File: src/rtl/lif_neuron_cell.sv
// Leaky integrate-and-fire neuron tile with a daisy-chained serial config slice.
// Integrates signed weighted spikes into an 8-bit clamped membrane with leak, threshold and refractory period.
module lif_neuron_cell #(
  parameter  int N_IN    = 4,
  localparam int CFG_LEN = 4*N_IN + 14
) (
  input  logic            clk,
  input  logic            rst_n,
  input  logic            config_en,
  input  logic            bs_in,
  output logic            bs_out,
  input  logic [N_IN-1:0] spike_in,
  output logic            spike_out,
  output logic [7:0]      membrane
);

  localparam int SUM_W = 12;

  logic [CFG_LEN-1:0]      cfg;
  logic [1:0]              refr_cnt;

  logic                    enable;
  logic [1:0]              refr;
  logic [2:0]              leak;
  logic [7:0]              thr;

  logic [7:0]              leak_term;
  logic signed [3:0]       w;
  logic signed [SUM_W-1:0] w_ext;
  logic signed [SUM_W-1:0] in_sum;
  logic signed [SUM_W-1:0] next_raw;
  logic [7:0]              next_mem;
  logic                    fire;

  assign enable = cfg[CFG_LEN-1];
  assign refr   = cfg[CFG_LEN-2 -: 2];
  assign leak   = cfg[CFG_LEN-4 -: 3];
  assign thr    = cfg[4*N_IN +: 8];
  assign bs_out = cfg[CFG_LEN-1];

  always_comb begin
    w      = '0;
    w_ext  = '0;
    in_sum = '0;
    if (refr_cnt == 2'd0) begin
      for (int unsigned i = 0; i < N_IN; i++) begin
        w     = cfg[4*i +: 4];
        w_ext = {{(SUM_W-4){w[3]}}, w};
        if (spike_in[i]) in_sum = in_sum + w_ext;
      end
    end
  end

  always_comb begin
    leak_term = (leak == 3'd0) ? '0 : (membrane >> leak);
    next_raw  = $signed({{(SUM_W-8){1'b0}}, membrane})
              - $signed({{(SUM_W-8){1'b0}}, leak_term})
              + in_sum;
    // Sign bit means underflow; any set bit above [7] means overflow.
    if (next_raw[SUM_W-1])
      next_mem = '0;
    else if (|next_raw[SUM_W-2:8])
      next_mem = '1;
    else
      next_mem = next_raw[7:0];
    fire = (refr_cnt == 2'd0) && (thr != 8'd0) && (next_mem >= thr);
  end

  always_ff @(posedge clk or negedge rst_n) begin
    if (!rst_n) begin
      cfg <= '0;
    end else if (config_en) begin
      cfg <= {cfg[CFG_LEN-2:0], bs_in};
    end
  end

  always_ff @(posedge clk or negedge rst_n) begin
    if (!rst_n) begin
      membrane  <= '0;
      spike_out <= 1'b0;
      refr_cnt  <= '0;
    end else if (config_en || !enable) begin
      membrane  <= '0;
      spike_out <= 1'b0;
      refr_cnt  <= '0;
    end else if (fire) begin
      membrane  <= '0;
      spike_out <= 1'b1;
      refr_cnt  <= refr;
    end else begin
      membrane  <= next_mem;
      spike_out <= 1'b0;
      if (refr_cnt != 2'd0) refr_cnt <= refr_cnt - 2'd1;
    end
  end

endmodule

File: config.mk
export PLATFORM = sky130hd
export DESIGN_NAME = lif_neuron_cell
export DESIGN_NICKNAME = d
export VERILOG_FILES = /design/src/rtl/lif_neuron_cell.sv
export SDC_FILE = /design/constraint.sdc
export NUM_CORES = 1
export LEC_CHECK = 0
export ABC_AREA = 1
export ABC_CLOCK_PERIOD_IN_PS = 13400
export CORE_ASPECT_RATIO = 2
export CORE_MARGIN = 2
export CORE_UTILIZATION = 50
export DETAILED_ROUTE_END_ITERATION = 10
export HOLD_SLACK_MARGIN = 0.15
export PLACE_DENSITY = 0.68
export SLEW_MARGIN = 20
export SYNTH_ARGS = -nofsm -noshare
export SYNTH_HDL_FRONTEND = slang
export SYNTH_SLANG_ARGS = --single-unit
File: constraint.sdc
create_clock -name clk -period 13.4 [get_ports clk]
set_input_delay 2.68 -clock clk [delete_from_list [all_inputs] [get_ports clk]]
set_output_delay 2.68 -clock clk [all_outputs]
set_load 0.005 [all_outputs]
; Yosys cells after proc, flatten, opt, wreduce, memory -nomap -nowiden
; Index checks and enable logic that the tools add are counted.
[word_totals]
reg_bits = 41
in_bits = 8
output_inout_bits = 10
word_cells = 40
[op_classes]
add_sub_neg = 6
n_lt_le_gt_ge = 1
shift = 1
n_mux = 18
reduce_logical = 10
[op_table]
columns = cell, n
row1 = $mux 12, 8
row2 = $mux 8, 5
row3 = $add 12x4->12, 3
row4 = $add 9x12->12, 1
row5 = $sub 8x8->9, 1
row6 = $ge 8x8->1, 1
row7 = $reduce_bool 8->1, 1
row8 = $shr 8x3->8, 1
row9 = $mux 2, 3
row10 = $logic_not 3->1, 1
row11 = $reduce_bool 3->1, 1
row12 = $reduce_or 3->1, 1
row13 = $logic_and 1x1->1, 2
row14 = $logic_not 2->1, 1
row15 = $mux 1, 2
row16 = $reduce_bool 2->1, 1
row17 = $sub 2x1->2 const B, 1
row18 = $logic_not 1->1, 1
row19 = $logic_or 1x1->1, 1

; Logic depth before layout (Yosys ltp)
; Gate-level depths: netlist of run 1.
[logic_depth]
ltp_word = 19
depth_mapped = 52
mapped_depth_nobuf = 52

; Worst setup path before layout of run 1
; OpenSTA, ideal clock, no wires.
[synth_timing]
path_kind = input port to flip-flop
startpoint = in spike_in[0]
endpoint = reg refr_cnt[0]
setup_time_ps = 126
arrival_time_ps = 8800
required_time_ps = 13274
slack_ps = 4475
cell_stages = 51
n_path_buf = 1
path_cell_list = nand2_1 inv_1 ha_1 inv_1 fa_1 inv_1 a21oi_1 inv_1 a21oi_1 fa_1 nand2_1 nand2_1 inv_1 ha_1 nand2_1 nand2_1 a31oi_1 or2_2 [15 not listed] nor2_1 nand3_1 a21oi_1 o21ai_2 nand3b_4 nand3_1 inv_1 ha_1 nand2_1 nor2_1 nand4_1 o2111ai_1 nand2_1 nand3_1 clkbuf_1 o21ai_0 nand2_1 o21ai_0
[synth_via]
elab_chain_cells = 19
word_cells_on_any_way = 20
classes_between = add/sub: 4 / order compare: 1 / mux: 12 / reduce/logical: 3
[synth_lines]
columns = item, line
row1 = from (decl), 12  ; input logic [N_IN-1:0] spike_in,
row2 = $mux 12 *, 49  ; if (spike_in[i]) in_sum = in_sum + w_ext;
row3 = $mux 12 *, 45  ; if (refr_cnt == 2'd0) begin
row4 = $add 12x4->12, 49
row5 = $mux 12 *, 49
row6 = $mux 12 *, 45
row7 = $add 12x4->12, 49
row8 = $mux 12 *, 49
row9 = $mux 12 *, 45
row10 = [3 not listed], -
row11 = $add 9x12->12 *, 58  ; + in_sum;
row12 = $reduce_or 3->1, 62  ; else if (|next_raw[SUM_W-2:8])
row13 = $mux 8, 62
row14 = $mux 8 *, 60  ; if (next_raw[SUM_W-1])
row15 = $ge 8x8->1 *, 66  ; fire = (refr_cnt == 2'd0) && (thr != 8'd0) && (next_mem >= thr);
row16 = $logic_and 1x1->1 *, 66
row17 = $mux 2, 86  ; end else if (fire) begin
row18 = $mux 2, 82  ; end else if (config_en || !enable) begin
row19 = to (signal assigned), 89  ; refr_cnt <= refr;
row20 = to (signal assigned), 93  ; if (refr_cnt != 2'd0) refr_cnt <= refr_cnt - 2'd1;
row21 = to (decl), 20  ; logic [1:0] refr_cnt;
; Mark *: on every way between the ends. The rest lies on a longest branch, timed or not. The select of a mux whose other input is x is not followed.
; A chain may end at the register's enable or synchronous reset.

; Final worst setup path of run 1
[layout_timing]
startpoint = in spike_in[0]
endpoint = reg refr_cnt[1]
; The elaborated chain is that of the path after synthesis.

==> metrics.sh, run 1 <==
OUTCOME='finished clean'
ANTENNADIODECOUNT=0
DRT_ITER0_MARKERS=251
TRANSITION_TIME_AT_THE_PIN_WITH_THE_LEAST_SLEW_MARGIN_PS=888
NETLIST_AREA_SQ_UM=4460
YOSYS.CELL_TYPES.COUNT=38
WORST_CLOCK_SKEW_PS=2.01
TRITONCTS='done'
WORSTSKEWPAIRLATENCY_PS=280
YOSYS.AREA.TOP_TYPE_SHARE_PCT=23.0
CTS_MAX_LEVEL=2
FILLCELLCOUNT=858
POST_CTS_REPAIR_RESIZE_COUNT=0
TIMING.FINAL.CRIT_PERIOD_PS=10420
SYNTH-WARNING-COUNT=0
ACHIEVABLE-FREQUENCY_MHz=96.0
CTS_BUFFER_DEPTH=2
CRIT_PATH_FREQUENT_CELL='sky130_fd_sc_hd__inv_1'
CP.REQUIRED_PS=13570
WORSTPATHARRIVAL_PS=10590
TRACK_USAGE_PCT=24.2
MAPPEDNETLISTNETS=725
DIE_HEIGHT_UM=138
SYNTH_COMMON_CELLS='sky130_fd_sc_hd__nand2_1, sky130_fd_sc_hd__inv_1, sky130_fd_sc_hd__o21ai_0'
TNS_PS=0
SEQCELLAREA_SQ_UM=1030
ROUTEDWLPERCELL_UM=14.7
SYN2LAYOUT_AREA_GROWTH_PCT=9.48
CRITICAL_PATH.STARTPOINT_TYPE='input port'
HOLD_CLASS='register to register'
CRITICAL_PATH_CLASS='input port to register'
LAYOUT-DRIVE-GT1-SHARE_PCT=4.20
VIA_COUNT=4216
REMAINING_DRC_ERRORS=0
POST_SYNTHESIS_INSTANCE_TOTAL=653
DIE_W_UM=70.8
CRIT_PATH_MAX_FANOUT=11
SYNTHARSTFLOPSHARE_PCT=100
TOP_CELLS_BY_AREA_IN_THE_SYNTHESIZED_NETLIST='sky130_fd_sc_hd__dfrtp_1, sky130_fd_sc_hd__ha_1, sky130_fd_sc_hd__nand2_1, sky130_fd_sc_hd__inv_1, sky130_fd_sc_hd__o21ai_0'
DRT-TOTAL-WL_UM=11300
GRT_MAX_DEGREE=43
MULTI_INPUT_AREA_SQ_UM=2970
SYNTH_FLOP_CELL='sky130_fd_sc_hd__dfrtp_1'
LAYOUT.NETS=738
GRT_FIRST_PASS_WIRELENGTH_UM=18900
NUMCTSBUFFERS=5
SYNTH.MOST_COMMON_CELL='sky130_fd_sc_hd__nand2_1'
FINAL-SETUP-VIOL-COUNT=0
YOSYS_REGISTER_BITS=41
HOLD_VIOL_FINAL=0
FLOORPLAN.INITIALDENSITY_PCT=51.6
UNREPAIRED_SETUP_ENDPOINTS_AFTER_GLOBAL_ROUTING='false'
CRITICAL_PATH.SLOWEST_CELL='sky130_fd_sc_hd__clkdlybuf4s50_1'
MAXCAPVIOLCOUNT=0
COUNT_OF_NETS_LEFT_WITH_ANTENNA_VIOLATIONS_AFTER_DETAIL_ROUTING=0
POST-SYNTH-TOP-AREA-CELL='sky130_fd_sc_hd__dfrtp_1'
VIASPERCELL=5.50
CLOCK_SINK_COUNT=41
SYN_AREA_PER_CELL_SQ_UM=6.83
GLOBALROUTEOVERFLOWTOTAL=0
POSTCTSHOLDBUFS=0
NUM_IO_PINS=18
REPORT.FINAL.SLEW_VIOL_COUNT=0
DP_HPWL_UM=9410
IO_BUFFERS=17
SYNTH_EDF_COUNT=0
YS_SEQ_AREA_SHARE_PCT=23.0
GP_CONGESTION=0.933
TIMING.MAX_SLEW.REL_SLACK_PCT=40.8
CTS.ROOT.BUFFER_CELL='sky130_fd_sc_hd__clkbuf_16'
CRITICAL_PATH.TOP_DELAY_FAMILY='simple AND/OR/NAND/NOR gates'
DIE_AREA_SQ_UM=9740
DRT_FIRST_PASS_ITERS=4
FIRST_GLOBAL_VIAS=4227
CRITICAL_PATH.N_BUFFERS_INVERTERS=12
ENDPOINT_KIND_OF_THE_WORST_SETUP_TIMING_PATH='register'
PLACEABLECOREAREA_SQ_UM=8650
INITIAL_ANTENNA_VIOLATION_COUNT=0
ROWS=48
FINALCRITPERIODSHARE_PCT=77.7
MAX_STAGE_DELAY_PS=540
POSTCTSSETUPBUFFERS=0
PATH_CLK_SLEW_PS=60
## cell families after synthesis
logic type               after synthesis  share of synthesized area [%]
AND/OR/NAND/NOR                      258                           25.0
XOR/XNOR                              22                           4.32
buffers and inverters                125                           10.5
flip-flops                            41                           23.0
multiplexers                           2                          0.449
adder cells (fa/ha/maj)               64                           19.1
AO/OA/AOI/OAI                        141                           17.6
## routing by layer
| layer | share of wire, % | up-vias | wire (um) | global-route usage (%) |
|---|---|---|---|---|
| li1 | - | 2159 | - | - |
| met1 | 35 | 1953 | 3950 | 22.8 |
| met2 | 59 | 75 | 6720 | 50.3 |
| met3 | 2.2 | 29 | 246 | 3.22 |
| met4 | 3.5 | 0 | 392 | 9.64 |
| met5 | 0 | - | 0 | 0 |
## state kept, by name (all words and copies together) (netlist names)
register	count
spike_out	1
cfg	30
membrane	8
refr_cnt	2
## worst paths after layout
kind                                      from                 endpoint  slack (ps)  depth (start not counted)
max reg2reg                 cfg[0]$_DFFE_PN0P_  refr_cnt[1]$_DFFE_PN0P_        5540                         51
min in group asynchronous                rst_n      cfg[19]$_DFFE_PN0P_        2520                          1
min                        cfg[22]$_DFFE_PN0P_      cfg[23]$_DFFE_PN0P_         520                          2
max                                spike_in[0]  refr_cnt[1]$_DFFE_PN0P_        2980                         52
min reg2reg                cfg[22]$_DFFE_PN0P_      cfg[23]$_DFFE_PN0P_         520                          2
max in group asynchronous                rst_n      cfg[13]$_DFFE_PN0P_       10330                          1
## through the flow
step / area (sq um) / cells / util (%) / hold WS [ps] / worst slack, ps
finish: 4890 / 767 / 56.5 / 516 / 2980
detailed placement: 4710 / 759 / 54.5 / 506 / 2820
CTS: 4890 / 767 / 56.5 / 521 / 3060
global route: 4890 / 767 / 56.5 / 539 / 2160
floorplan: 4460 / 653 / - / 450 / 4470
global placement: 4710 / 759 / 54.5 / 489 / 3060
## cell type report
type,instances,share of cell area [%]
Inverter,113,8.68
Timing Repair Buffer,18,3.53
Clock inverter,3,0.948
Sequential cell,41,21.0
Clock buffer,5,2.56
Multi-Input combinational cell,487,60.7
Tap cell,100,2.56
## worst reg2reg max path: cells and delay by family (launching register included)
| family | cells | cell delay (ps) |
|---|---|---|
| AO/OA/AOI/OAI | 14 | 1870 |
| AND/OR/NAND/NOR | 18 | 2280 |
| flip-flops | 1 | 380 |
| XOR/XNOR | 1 | 150 |
| adder cells (fa/ha/maj) | 7 | 2250 |
| buffers and inverters | 11 | 780 |
## cell usage in the layout (no fill, tap or decap), types with 2 or more instances in the layout
master,n
sky130_fd_sc_hd__a211oi_1,3
sky130_fd_sc_hd__a21o_1,2
sky130_fd_sc_hd__a21oi_1,46
sky130_fd_sc_hd__a21oi_2,2
sky130_fd_sc_hd__a31oi_1,6
sky130_fd_sc_hd__clkbuf_16,5
sky130_fd_sc_hd__clkdlybuf4s50_1,16
sky130_fd_sc_hd__dfrtp_1,41
sky130_fd_sc_hd__fa_1,7
sky130_fd_sc_hd__ha_1,57
sky130_fd_sc_hd__inv_1,110
sky130_fd_sc_hd__inv_2,3
sky130_fd_sc_hd__mux2i_1,2
sky130_fd_sc_hd__nand2_1,154
sky130_fd_sc_hd__nand3_1,42
sky130_fd_sc_hd__nand3_2,2
sky130_fd_sc_hd__nand3b_1,2
sky130_fd_sc_hd__nand4_1,5
sky130_fd_sc_hd__nor2_1,41
sky130_fd_sc_hd__nor2_4,2
sky130_fd_sc_hd__nor3_1,3
sky130_fd_sc_hd__nor4_1,2
sky130_fd_sc_hd__o21ai_0,67
sky130_fd_sc_hd__o21bai_1,3
sky130_fd_sc_hd__o21bai_2,2
sky130_fd_sc_hd__o221ai_1,3
sky130_fd_sc_hd__or2_2,3
sky130_fd_sc_hd__xnor2_1,7
sky130_fd_sc_hd__xor2_1,15
Power of run 1 is not shown: default switching activity piles up to over one toggle a cycle in this logic, so the estimate is an artifact.
==> inputs of run 2 (changes only) <==
- ABC_CLOCK_PERIOD_IN_PS: 13400 -> 10650
- clock period: 13.4 -> 10.65 ns (I/O delays scaled with it)
==> metrics.sh, run 2 (synthesized netlist as in run 1, its figures left out) <==
OUTCOME='finished clean'
CRITICAL_PATH.SLOWEST_CELL='sky130_fd_sc_hd__clkdlybuf4s50_1'
WORSTPATHARRIVAL_PS=9960
COUNT_OF_NETS_LEFT_WITH_ANTENNA_VIOLATIONS_AFTER_DETAIL_ROUTING=0
RR_WORST_DEPTH=51
TRANSITION_TIME_AT_THE_PIN_WITH_THE_LEAST_SLEW_MARGIN_PS=884
DIE_AREA_SQ_UM=9740
MAX_STAGE_DELAY_PS=540
CRITICAL_PATH.STARTPOINT_TYPE='input port'
FIRST_GLOBAL_VIAS=4260
POST-ROUTE-UTIL_PCT=56.8
GLOBALROUTEOVERFLOWTOTAL=0
REPORT.FINAL.SLEW_VIOL_COUNT=0
CRITICAL_PATH_CELL_COUNT=52
CTS_MAX_LEVEL=2
TOP_SIGNAL_LAYER_USED='met4'
POSTCTSHOLDBUFS=0
FINAL_CELL_AREA_EXCLUDING_FILLER_CELLS_SQ_UM=4910
MET2WIRELENGTH_UM=6790
GRT_MAX_DEGREE=43
CTS_BUFFER_DEPTH=2
NUM_IO_PINS=18
FF2FF_SETUP_SLACK_PS=2860
MAX_FLOP_REGISTER='cfg'
LARGEST_REG_FLOPS=30
FINAL-SETUP-VIOL-COUNT=0
DP_HPWL_UM=9400
DIE_W_UM=70.8
GP_CONGESTION=0.933
ROWS=48
ROUTEDWLPERCELL_UM=14.9
LAYOUT.NETS=738
DRT_ITER0_MARKERS=279
PLACEABLECOREAREA_SQ_UM=8650
TIMING.FINAL.CRIT_PERIOD_PS=9800
CLOCK_SINK_COUNT=41
TNS_PS=0
WIRELENGTH_MET1_UM=4050
WORSTSKEWPAIRLATENCY_PS=280
MIN_PATH_CELLS=2
CRITICAL_PATH_CLASS='input port to register'
GRT_FIRST_PASS_WIRELENGTH_UM=19200
FINALCRITPERIODSHARE_PCT=92.0
ANTENNADIODECOUNT=0
CRITICAL_PATH.TOP_DELAY_FAMILY='adder cells'
CRIT_PATH_FREQUENT_CELL='sky130_fd_sc_hd__inv_1'
HIGHEST_COUNT_CELLS_IN_THE_LAYOUT_IGNORING_FILL_AND_TAPS='sky130_fd_sc_hd__nand2_1, sky130_fd_sc_hd__inv_1, sky130_fd_sc_hd__o21ai_0'
WORST_CLOCK_SKEW_PS=1.72
HOLD_VIOL_FINAL=0
TRACK_USAGE_PCT=24.5
POSTCTSSETUPBUFFERS=0
NUMCTSBUFFERS=5
REMAINING_DRC_ERRORS=0
TRITONCTS='done'
FLOORPLAN.INITIALDENSITY_PCT=51.6
ENDPOINT_KIND_OF_THE_WORST_SETUP_TIMING_PATH='register'
ROUTED_LENGTH_ON_MET3_UM=252
LAYOUT-DRIVE-GT1-SHARE_PCT=4.35
TIMING.MAX_SLEW.REL_SLACK_PCT=41.1
MAXCAPVIOLCOUNT=0
IO_BUFFERS=17
CTS.ROOT.BUFFER_CELL='sky130_fd_sc_hd__clkbuf_16'
DIE_HEIGHT_UM=138
SYN2LAYOUT_AREA_GROWTH_PCT=10.1
WORST_HOLD_SLACK_PS=524
INITIAL_ANTENNA_VIOLATION_COUNT=0
BIGGESTREGSBYFLOPS='cfg x30, membrane x8, refr_cnt x2'
PATH_CLK_SLEW_PS=60
PLACEDINSTANCEAREA_SQ_UM=4710
CRITICAL_PATH.N_BUFFERS_INVERTERS=12
VIA_COUNT=4242
LAYOUT.CELLS.MOST_COMMON='sky130_fd_sc_hd__nand2_1'
CP.REQUIRED_PS=10820
HOLD_CLASS='register to register'
CRIT_PATH_MAX_FANOUT=11
DRT-TOTAL-WL_UM=11400
UNREPAIRED_SETUP_ENDPOINTS_AFTER_GLOBAL_ROUTING='false'
ACHIEVABLE-FREQUENCY_MHz=102
VIASPERCELL=5.53
DRT_FIRST_PASS_ITERS=5
[run 2: worst paths after layout]
check	startpoint	to
setup / recovery	spike_in[0]	refr_cnt[1]$_DFFE_PN0P_
hold / removal	cfg[27]$_DFFE_PN0P_	cfg[27]$_DFFE_PN0P_
setup reg to reg	cfg[0]$_DFFE_PN0P_	refr_cnt[1]$_DFFE_PN0P_
hold reg to reg	cfg[27]$_DFFE_PN0P_	cfg[27]$_DFFE_PN0P_
max in group asynchronous	rst_n	cfg[13]$_DFFE_PN0P_
min in group asynchronous	rst_n	cfg[21]$_DFFE_PN0P_
[run 2: stage by stage]
stage / std cells / worst slack, ps
after global placement: 759 / 860
after CTS: 767 / 846
after floorplan: 653 / 2270
after detailed placement: 759 / 607
final: 767 / 853
after global routing: 767 / 109
[run 2: what timing repair did]
item | in CTS | in global routing
endpoints found under the setup margin | 0 | 1
resized for setup | 0 | 1
endpoints found under the hold margin | 0 | 0
[run 2: worst register-to-register path: cells and delay by family, from the launching register on]
| kind | cells | cell delay, ps |
|---|---|---|
| simple gates | 18 | 2200 |
| fa+ha+maj | 7 | 2250 |
| xor+xnor | 1 | 150 |
| flops | 1 | 380 |
| compound gates | 14 | 1920 |
| buf+inv | 11 | 770 |
[run 2: final cells by class]
cell class                      instances  area [sq um]
Clock buffer                            5           125
Clock inverter                          3          68.8
Fill cell                             833          3730
Inverter                              113           424
Multi-Input combinational cell        487          2970
Sequential cell                        41          1030
Tap cell                              100           125
Timing Repair Buffer                   18           173
[run 2: metal layers]
layer / up-vias / GRT usage (%)
met5: - / 0
met4: 0 / 7.76
met3: 24 / 2.71
met2: 78 / 50.8
met1: 1976 / 24.2
li1: 2164 / -
Power of run 2 is left out for the same reason.
==> inputs of run 3 (changes only) <==
- CORE_UTILIZATION: 50 -> 40
- PLACE_DENSITY: 0.68 -> not set
==> metrics.sh, run 3 (synthesized netlist as in run 1, its figures left out) <==
OUTCOME='finished clean'
ROUTEDWLPERCELL_UM=14.2
DP_HPWL_UM=9590
MAXCAPVIOLCOUNT=0
CRIT_PATH_FREQUENT_CELL='sky130_fd_sc_hd__inv_1'
FF2FF_SETUP_SLACK_PS=2970
TRITONCTS='done'
PATH_CLK_SLEW_PS=60
WORSTPATHARRIVAL_PS=9890
DIE_HEIGHT_UM=153
HOLD_CLASS='register to register'
BIGGESTREGSBYFLOPS='cfg x30, membrane x8, refr_cnt x2'
CP.REQUIRED_PS=10830
POSTCTSHOLDBUFS=0
HIGHEST_COUNT_CELLS_IN_THE_LAYOUT_IGNORING_FILL_AND_TAPS='sky130_fd_sc_hd__nand2_1, sky130_fd_sc_hd__inv_1, sky130_fd_sc_hd__o21ai_0'
TIMING.MAX_SLEW.REL_SLACK_PCT=40.8
CRITICAL_PATH.SLOWEST_CELL='sky130_fd_sc_hd__clkdlybuf4s50_1'
GRT_MAX_DEGREE=43
FINALCRITPERIODSHARE_PCT=91.2
GP_CONGESTION=0.910
GLOBALROUTEOVERFLOWTOTAL=0
FINAL-SETUP-VIOL-COUNT=0
LAYOUT.NETS=738
CTS.ROOT.BUFFER_CELL='sky130_fd_sc_hd__clkbuf_16'
FIRST_GLOBAL_VIAS=4220
INITIAL_ANTENNA_VIOLATION_COUNT=0
LARGEST_REG_FLOPS=30
ANTENNADIODECOUNT=0
MIN_PATH_CELLS=2
VIA_COUNT=4234
WORST_CLOCK_SKEW_PS=6.70
LAYOUT-DRIVE-GT1-SHARE_PCT=4.20
NUM_IO_PINS=18
TRANSITION_TIME_AT_THE_PIN_WITH_THE_LEAST_SLEW_MARGIN_PS=888
TRACK_USAGE_PCT=19.4
ENDPOINT_KIND_OF_THE_WORST_SETUP_TIMING_PATH='register'
POST_CTS_REPAIR_RESIZE_COUNT=0
COUNT_OF_NETS_LEFT_WITH_ANTENNA_VIOLATIONS_AFTER_DETAIL_ROUTING=0
CTS_MAX_LEVEL=2
DRT_ITER0_MARKERS=184
ACHIEVABLE-FREQUENCY_MHz=103
DIE_AREA_SQ_UM=12100
WORSTSKEWPAIRLATENCY_PS=290
DRT-TOTAL-WL_UM=11500
GRT_FIRST_PASS_WIRELENGTH_UM=18800
DIE_W_UM=78.7
CRIT_PATH_MAX_FANOUT=11
LAYOUT.CELLS.MOST_COMMON='sky130_fd_sc_hd__nand2_1'
DRT_FIRST_PASS_ITERS=4
MAX_STAGE_DELAY_PS=540
CLOCK_SINK_COUNT=41
MAX_FLOP_REGISTER='cfg'
TIMING.FINAL.CRIT_PERIOD_PS=9710
RR_WORST_DEPTH=51
SYN2LAYOUT_AREA_GROWTH_PCT=11.1
HOLD_VIOL_FINAL=0
REPORT.FINAL.SLEW_VIOL_COUNT=0
REMAINING_DRC_ERRORS=0
CTS_BUFFER_DEPTH=2
IO_BUFFERS=17
ROWS=54
CRITICAL_PATH_CLASS='input port to register'
FLOORPLAN.INITIALDENSITY_PCT=41.0
VIASPERCELL=5.25
TNS_PS=0
NUMCTSBUFFERS=5
UNREPAIRED_SETUP_ENDPOINTS_AFTER_GLOBAL_ROUTING='false'
CRITICAL_PATH.STARTPOINT_TYPE='input port'
PLACEABLECOREAREA_SQ_UM=10900
POSTCTSSETUPBUFFERS=0
## run 3: layer usage
layer / vias to the layer above / share of wire, % / GRT usage [%] / wire length (um)
li1: 2161 / - / - / -
met1: 1991 / 35 / 18.2 / 4050
met2: 52 / 59 / 39.8 / 6780
met3: 30 / 1.3 / 1.53 / 151
met4: 0 / 4.2 / 9.44 / 483
met5: - / 0 / 0 / 0
## run 3: layout make-up
cell class | count | area [sq um]
Clock buffer | 5 | 125
Tap cell | 140 | 175
Inverter | 113 | 424
Sequential cell | 41 | 1030
Clock inverter | 3 | 68.8
Multi-Input combinational cell | 487 | 2970
Timing Repair Buffer | 18 | 173
Fill cell | 1102 | 5920
## run 3: path summary, 6_finish.rpt
kind                               startpoint                      end
max                               spike_in[0]  refr_cnt[1]$_DFFE_PN0P_
min                        cfg[6]$_DFFE_PN0P_       cfg[7]$_DFFE_PN0P_
max reg2reg                cfg[0]$_DFFE_PN0P_  refr_cnt[1]$_DFFE_PN0P_
min reg2reg                cfg[6]$_DFFE_PN0P_       cfg[7]$_DFFE_PN0P_
max in group asynchronous               rst_n    membrane[0]$_DFF_PN0_
min in group asynchronous               rst_n      cfg[18]$_DFFE_PN0P_
## run 3: critical path: cells and delay by family
family | cells | cell delay, ps
adders and majority gates | 7 | 2200
buffers and inverters | 13 | 1410
xor gates and xnor gates | 1 | 140
AOI/OAI and AO/OA | 12 | 1600
and+or+nand+nor | 19 | 2390
## run 3: stage by stage
step / setup slack, ps / utilization (%) / hold WS (ps) / instances / cell area (sq um)
2_1_floorplan: 2270 / - / 450 / 653 / 4460
3_3_place_gp: 854 / 43.8 / 465 / 799 / 4760
3_5_place_dp: 639 / 43.8 / 495 / 799 / 4760
4_1_cts: 928 / 45.6 / 497 / 807 / 4960
5_1_grt: 194 / 45.6 / 513 / 807 / 4960
6_report: 938 / 45.6 / 496 / 807 / 4960
Power of run 3 is left out for the same reason.
==> edit (config.mk and constraints of run 2) <==
Change the parameter `N_IN` from 4 to 3.
--- a/src/rtl/lif_neuron_cell.sv
+++ b/src/rtl/lif_neuron_cell.sv
@@ -1,7 +1,7 @@
 // Leaky integrate-and-fire neuron tile with a daisy-chained serial config slice.
 // Integrates signed weighted spikes into an 8-bit clamped membrane with leak, threshold and refractory period.
 module lif_neuron_cell #(
-  parameter  int N_IN    = 4,
+  parameter  int N_IN    = 3,
   localparam int CFG_LEN = 4*N_IN + 14
 ) (
   input  logic            clk,
Interface: changed (resized spike_in); port bits go from 18 to 17. The function was not compared with the original's and may differ.
==> edit against run 2 <==
- sequential cell count down 4
- design area down 15%
- clock skew up 0.0034 ns
- wire length down 26%
- global-route usage down 2.3 points
- critical path depth down 9
- synthesized area down 15%
- worst setup slack better by 1.5 ns
- critical endpoint is now membrane[0]
Power is not shown: default switching activity piles up to over one toggle a cycle in this logic, so the estimate is an artifact.
==> edit: results (changes against run 2) <==
* DP Wirelength at 6880 um (was 9400 um)
* Synth top area cells: dfrtp_1 24%, ha_1 14%, nand2_1 12%, inv_1 9.7%, o21ai_0 7.0% (was dfrtp_1 23%, ha_1 16%, nand2_1 13%, inv_1 9.3%, o21ai_0 7.5%)
* Worst Path Max Fanout at 8 (was 11)
* Min-Delay Path Class: reg2reg (unchanged)
* Post-synth net total at 608 (was 725)
* Synth Warn # at 0 (unchanged)
* Clock root cell: clkbuf_16 (unchanged)
* DR iter-0 viols at 196 (was 279)
* Placed standard-cell area at 4050 um2 (was 4710 um2)
* Biggest regs: cfg x26, membrane x8, refr_cnt x2 (was cfg x30, membrane x8, refr_cnt x2)
* Drt total wl at 8400 um (was 11400 um)
* Main synth FF type: dfrtp_1 (unchanged)
* Final setup fails at 0 (unchanged)
* Worst-path clk slew at 0.06 ns (about the same)
* Post-synthesis sequential area ratio at 0.244 (was 0.230)
* 1st-pass router iterations at 4 (was 5)
* Fillers at 759 (was 833)
* Fin Setup TNS at 0 ns (unchanged)
* Share of layout cells above drive strength 1 at 0.0440 (was 0.0435)
* Vias in the first global route at 3333 (was 4260)
* Setup Slack @ Placement at 2.10 ns (was 0.607 ns)
* NumNets Final at 624 (was 738)
* Slowest stage delay, CP at 0.54 ns (about the same)
* Largest net degree at the start of global routing at 38 (was 43)
* Global-route usage over all layers at 0.222 (was 0.245)
* Reg2reg path depth at 42 (was 51)
* Hold Path Stages at 2 (unchanged)
* Num CTS Buffers at 5 (unchanged)
* Skew final at 0.00515 ns (was 0.00172 ns)
* Post-cts sizing count at 0 (unchanged)
* Antenna diodes at 0 (unchanged)
* Max Buffers Root-to-Sink at 2 (unchanged)
* Mapped Cells at 551 (was 653)
* Drt wl/cell at 12.7 um (was 14.9 um)
* Post-CTS Setup Inserts at 0 (unchanged)
* Top cells by count, synth: 123 x nand2_1, 98 x inv_1, 53 x o21ai_0 (was 154 x nand2_1, 110 x inv_1, 67 x o21ai_0)
* Initial antenna violation count at 0 (unchanged)
* Via/cell ratio at 5.17 (was 5.53)
* Outcome: complete, no violations (unchanged)
* Port bufs at 16 (was 17)
* Placed instance count at 654 (was 759)
* First-pass GRT wire length at 14800 um (was 19200 um)
* RD Place Congestion at 0.888 (was 0.933)
* Rel. slew slack at 0.464 (was 0.411)
* Yosys cell types at 39 (was 38)
==> edit: changes by cell type in the layout (fill, tap and decap cells not counted), moves of 4 or more <==
| cell | change |
|---|---|
| nand2_2 | +4 |
| o21ai_0 | -14 |
| xor2_1 | -4 |
| a21oi_1 | -10 |
| nand2_1 | -31 |
| inv_1 | -12 |
| ha_1 | -13 |
| dfrtp_1 | -4 |
==> edit: final timing paths <==
path	startpoint	endpoint	slack, ns
worst min-delay path	cfg[18]	cfg[19]	0.50
worst max-delay path	spike_in[0]	membrane[0]	2.33
max in group asynchronous	rst_n	cfg[3]	8.20
worst max register to register	cfg[0]	membrane[0]	4.34
worst min register to register	cfg[18]	cfg[19]	0.50
min in group asynchronous	rst_n	membrane[0]	1.94
==> edit: cells by family after synthesis <==
logic type	synth area share
simple gates	0.262
compound gates	0.169
buf+inv	0.106
fa+ha+maj	0.177
flops	0.244
xor+xnor	0.0369
mux	0.00527
==> edit: cell type report <==
cell class              count  area, um2  share of cell area
multi-input cells         407       2470               0.590
flip-flops and latches     37        926               0.221
inverters                  99        372              0.0888
repair buffers             17        163              0.0389
clock buffers               6        129              0.0308
well taps                  94        118              0.0281
clock inverters             2       10.0             0.00239
==> edit: stage by stage <==
stage | hold slack (ns) | utilization
5_1_grt | 0.537 | 0.559
6_report | 0.501 | 0.559
2_1_floorplan | 0.464 | -
3_3_place_gp | 0.488 | 0.540
4_1_cts | 0.506 | 0.559
3_5_place_dp | 0.493 | 0.540
==> edit: worst max-delay path: cells and delay by family <==
kind,cells,cell delay (ns)
adders and majority gates,6,1.97
and+or+nand+nor,18,1.86
AOI/OAI and AO/OA,9,1.30
buffers and inverters,9,1.10
xor gates and xnor gates,1,0.14
==> edit: routing by layer <==
layer / wire length [um] / GRT usage / vias up
met5: 0 / 0 / -
met4: 127 / 0.0588 / 0
met3: 195 / 0.0106 / 8
met2: 4210 / 0.389 / 48
met1: 3870 / 0.294 / 1532
li1: - / - / 1835
